`config.mk`:
```
export PLATFORM = sky130hd
export DESIGN_NAME = stream_pack_fifo
export DESIGN_NICKNAME = d
export VERILOG_FILES = /design/src/rtl/stream_pack_fifo.sv
export SDC_FILE = /design/constraint.sdc
export NUM_CORES = 1
export LEC_CHECK = 0
export ABC_AREA = 1
export CORE_ASPECT_RATIO = 1.1
export CORE_MARGIN = 1
export CORE_UTILIZATION = 50
export CTS_BUF_LIST = sky130_fd_sc_hd__clkbuf_8
export DETAILED_ROUTE_END_ITERATION = 12
export GPL_TIMING_DRIVEN = 0
export PLACE_DENSITY = 0.67
export SETUP_SLACK_MARGIN = 0.15
export SLEW_MARGIN = 10
export SYNTH_ARGS = -nofsm -noshare
export SYNTH_HDL_FRONTEND = slang
export SYNTH_SLANG_ARGS = --single-unit
```
`constraint.sdc`:
```
create_clock -name clk -period 27.4 [get_ports clk]
set_input_delay 5.48 -clock clk [delete_from_list [all_inputs] [get_ports clk]]
set_output_delay 5.48 -clock clk [all_outputs]
set_load 0.05 [all_outputs]
```
`src/rtl/stream_pack_fifo.sv`:
```
// Packs PACK consecutive samples of a non-stallable stream into one word and buffers the words
// in a first-word-fall-through FIFO; words arriving while the FIFO is full are dropped and counted.
module stream_pack_fifo #(
  parameter int unsigned DATA_WIDTH = 16,
  parameter int unsigned PACK       = 4,
  parameter int unsigned FIFO_DEPTH = 8,
  parameter int unsigned ADDR_WIDTH = 3
) (
  input  logic                         clk,
  input  logic                         rst,
  input  logic                         flush,
  input  logic                         in_valid,
  input  logic [DATA_WIDTH-1:0]        in_data,
  output logic                         out_valid,
  input  logic                         out_ready,
  output logic [DATA_WIDTH*PACK-1:0]   out_data,
  output logic [ADDR_WIDTH:0]          level,
  output logic                         overflow,
  output logic [15:0]                  drop_count
);

  localparam int unsigned CntWidth  = $clog2(PACK);
  localparam int unsigned WordWidth = DATA_WIDTH * PACK;
  localparam int unsigned PtrWidth  = ADDR_WIDTH + 1;

  logic [CntWidth-1:0]   cnt_q;
  logic [DATA_WIDTH-1:0] lane_q [PACK-1];
  logic [WordWidth-1:0]  mem_q [FIFO_DEPTH];
  logic [PtrWidth-1:0]   wr_ptr_q, rd_ptr_q;
  logic                  overflow_q;
  logic [15:0]           drop_count_q;

  logic                  last_lane, push, pop, full, empty, push_ok, drop;
  logic [WordWidth-1:0]  push_word;

  always_comb begin
    last_lane = (cnt_q == CntWidth'(PACK - 1));
    push      = in_valid & ~flush & last_lane;
    empty     = (wr_ptr_q == rd_ptr_q);
    full      = (wr_ptr_q[ADDR_WIDTH] != rd_ptr_q[ADDR_WIDTH]) &&
                (wr_ptr_q[ADDR_WIDTH-1:0] == rd_ptr_q[ADDR_WIDTH-1:0]);
    pop       = ~empty & out_ready;
    // A pop frees the slot on the same edge, so a full FIFO can still take the word.
    push_ok   = push & (~full | pop);
    drop      = push & full & ~pop;
  end

  // The final sample goes straight into the top lane without being registered.
  always_comb begin
    push_word = '0;
    for (int i = 0; i < PACK - 1; i++) begin
      push_word[i*DATA_WIDTH +: DATA_WIDTH] = lane_q[i];
    end
    push_word[WordWidth-1 -: DATA_WIDTH] = in_data;
  end

  always_ff @(posedge clk or posedge rst) begin
    if (rst) begin
      cnt_q <= '0;
      for (int i = 0; i < PACK - 1; i++) begin
        lane_q[i] <= '0;
      end
    end else if (flush) begin
      cnt_q <= '0;
    end else if (in_valid) begin
      if (last_lane) begin
        cnt_q <= '0;
      end else begin
        cnt_q <= cnt_q + CntWidth'(1);
        for (int i = 0; i < PACK - 1; i++) begin
          if (cnt_q == CntWidth'(i)) begin
            lane_q[i] <= in_data;
          end
        end
      end
    end
  end

  always_ff @(posedge clk or posedge rst) begin
    if (rst) begin
      wr_ptr_q <= '0;
      rd_ptr_q <= '0;
      for (int i = 0; i < FIFO_DEPTH; i++) begin
        mem_q[i] <= '0;
      end
    end else begin
      if (push_ok) begin
        mem_q[wr_ptr_q[ADDR_WIDTH-1:0]] <= push_word;
        wr_ptr_q <= wr_ptr_q + PtrWidth'(1);
      end
      if (pop) begin
        rd_ptr_q <= rd_ptr_q + PtrWidth'(1);
      end
    end
  end

  always_ff @(posedge clk or posedge rst) begin
    if (rst) begin
      overflow_q   <= 1'b0;
      drop_count_q <= '0;
    end else if (drop) begin
      overflow_q <= 1'b1;
      if (drop_count_q != 16'hFFFF) begin
        drop_count_q <= drop_count_q + 16'd1;
      end
    end
  end

  assign out_valid  = ~empty;
  assign out_data   = mem_q[rd_ptr_q[ADDR_WIDTH-1:0]];
  assign level      = wr_ptr_q - rd_ptr_q;
  assign overflow   = overflow_q;
  assign drop_count = drop_count_q;

endmodule

```
==> flow_summary.json <==
{
  "max-slew-margin-rel_pct": 7.40,
  "synth_area_leaders": "dfrtp_1 52%, nand2_1 18%, nand3_1 8.2%, o21ai_0 6.5%, nor2_1 3.8%",
  "reg2reg_depth": 13,
  "power.density_nw_per_um2": 100,
  "grt_max_degree": 118,
  "fin_ws_ps": 17430,
  "ir_worst_vdd_uv": 76.4,
  "start_util_pct": 51.0,
  "grt_overflow": 0,
  "multi_input_area_sq_um": 11700,
  "fin_skew_ps": 23.8,
  "p_comb_share_pct": 46.1,
  "nets": 3866,
  "crit-reg2reg-launch": "rd_ptr_q[1]",
  "portBuffers": 90,
  "grt.total_usage_pct": 33.3,
  "cpPeakStageDelay_ps": 980,
  "swShare_pct": 46.5,
  "crit_path_start_kind": "flop",
  "antenna_found_initial": 3,
  "synth-seq-cells": 587,
  "layout_commonest_cell": "nand2_1",
  "cts_resized": 0,
  "reg2reg_slack_ps": 23280,
  "maxCapViolCount": 0,
  "hold_slack_ps": 464,
  "grt_pass1_vias": 25200,
  "finalSetupTns_ps": 0,
  "dieArea_sq_um": 57400,
  "power_mw": 3.21,
  "drtIter0Drc": 2708,
  "synthCells": 3638,
  "fp.dieW_um": 229,
  "ctsHtreeMaxLevel": 3,
  "rr_endpoint": "mem_q[321]",
  "final_util_pct": 58.0,
  "ctsHoldBuffers": 0,
  "crit_fanout": 10,
  "yosys_warnings": 0,
  "cts.sinks": 587,
  "outcome": "finished, final reports clean",
  "area_growth_pct": 13.6,
  "crit_required_ps": 21920,
  "ios": 107,
  "arrival_ps": 4490,
  "dr.pass1.iters": 6,
  "yosysTopAreaCell": "dfrtp_1",
  "synth_fp_nets": 3670,
  "synth_cell_types": 29,
  "synth_top_cell_area_share_pct": 52.1,
  "yosysSeqAreaShare_pct": 52.1,
  "worstMarginPinSlew_ps": 1390,
  "place_ws_ps": 18250,
  "postSynthAreaPerCell_sq_um": 7.76,
  "cts_tree": "yes",
  "crit_slowest_cell": "dfrtp_1",
  "drc": 0,
  "place.gp.congestion": 0.870,
  "startpoint": "rd_ptr_q[0]",
  "fin_crit_sh_pct": 36.4,
  "grt_pass1_wl_mm": 147,
  "hpwl_mm": 64.7,
  "num_rows": 90,
  "whs_path_depth": 2,
  "netSwitchingPower_mw": 1.49,
  "min_path_type": "flop to flop",
  "core_sq_um": 55300,
  "rsz0062_at_grt": "false",
  "root_buffer": "clkbuf_8",
  "vias": 26100,
  "seq_power_share_pct": 30.0,
  "avgViaCountPerCell": 5.63,
  "post_cts.repair.setup_buffers": 0,
  "period_needed_ps": 9970,
  "slew_viol_final": 0,
  "fill_cells": 5245,
  "syn-cell-area_sq_um": 28200,
  "fmax_ghz": 0.100,
  "layout_common_cells": "1368 x nand2_1, 587 x dfrtp_1, 465 x nand3_1",
  "clk_latency_ps": 700,
  "wl_per_cell_um": 20.5,
  "setup_viol": 0,
  "clkPwrFrac_pct": 23.9,
  "worstPathCellList": "buf_4 -> buf_2 -> clkbuf_1 -> nor2_1 -> o22ai_1 -> nand2_1 -> nand2_1 -> clkdlybuf4s50_1",
  "leakagePower_nw": 17.1,
  "timing_worst_setup_path_type": "flop to output port",
  "crit_top_cell": "nand2_1",
  "clk_pin_slew_ps": 60,
  "end_kind": "output port",
  "routed_wl_mm": 95.2,
  "cts.path.max_buffers": 3,
  "p_int_mw": 1.72,
  "cts_buffers": 99,
  "crit_end": "out_data[62]",
  "ant_nets": 0,
  "final-seq-area_sq_um": 14700,
  "hold_viol": 0,
  "die_h_um": 251,
  "drive_above_1_share_pct": 7.84
}
## worst max-delay path: cells and delay by family, from the launching register on
family	cells	cell delay, ps
and+or+nand+nor	3	350
AOI/OAI and AO/OA	1	150
DFF	1	980
buffers and inverters	4	2310
## flip-flops by register name (all words and copies together), names as in the netlist
| name | flops |
|---|---|
| lane_q | 48 |
| cnt_q | 2 |
| overflow | 1 |
| rd_ptr_q | 4 |
| drop_count | 16 |
| mem_q | 512 |
| wr_ptr_q | 4 |
## worst min path at each step
stage	from	endpoint	slack, ps
6_report	mem_q[144]	mem_q[144]	460
5_1_grt	mem_q[399]	mem_q[399]	480
4_1_cts	mem_q[163]	mem_q[163]	470
3_5_place_dp	mem_q[147]	mem_q[147]	450
3_3_place_gp	overflow	overflow	450
2_1_floorplan	mem_q[100]	mem_q[100]	440
## logic make-up (layout without fill, tap and decap cells)
kind of cell             count (synthesis)  after routing  share of synthesized area, %
flip-flops                             587            587                          52.1
XOR/XNOR                                13             13                         0.404
AND/OR/NAND/NOR                       2139           2139                          30.9
buffers and inverters                  384            649                          6.62
AO/OA/AOI/OAI                          504            504                          9.51
adder cells (fa/ha/maj)                 11             11                         0.514
other                                    0              4                             0
## power by group through the flow
stage	clock, mW	sequential, mW	combinational (mW)
floorplan	0	0.963	0.948
global placement	0	0.976	1.45
detailed placement	0	0.975	1.46
CTS	0.771	0.961	1.47
global route	0.814	0.967	1.57
finish	0.767	0.962	1.48
## cell usage after synthesis
cell type  count
ha_1          10
nand2_8        3
fa_1           1
a21oi_1        2
nor2_2         2
nand2_1     1368
nand2_2        4
nor2_1       285
clkbuf_1     165
nand3_2        1
buf_6         29
nor2_4         1
nand3_1      465
dfrtp_1      587
buf_4         18
nand2_4        1
xnor2_1        5
buf_2        101
nand4_1        8
buf_8          1
buf_1         21
o21ai_1        9
or2_2          1
o22ai_1      128
inv_1         45
inv_2          3
o21ai_0      365
xor2_1         8
inv_4          1
## area by class of cell
type | count | share of cell area (%)
clock inverter | 53 | 0.816
buffer | 335 | 5.24
sequential | 587 | 45.8
antenna | 4 | 0.0312
clock buffer | 117 | 5.02
inverter | 49 | 0.605
multi-input combinational | 2667 | 36.4
tap | 736 | 2.87
timing repair buffer | 95 | 3.24
## per-stage QoR
stage          instance area (sq um)  std cells
6_report                       32100       4643
5_1_grt                        32100       4640
4_1_cts                        32100       4639
3_5_place_dp                   30200       4469
3_3_place_gp                   30000       4464
2_1_floorplan                  28200       3638
## routing by layer
layer	part of all wire (%)	up-vias	wire [um]	global-route usage, %
met2	47	981	44800	53.9
met5	0.015	-	14	0
met4	3.8	2	3590	13.6
met1	42	12800	39700	44.4
li1	-	12200	-	-
met3	7.4	192	7070	5.85
Note: power is estimated with default switching activity, not from simulation.
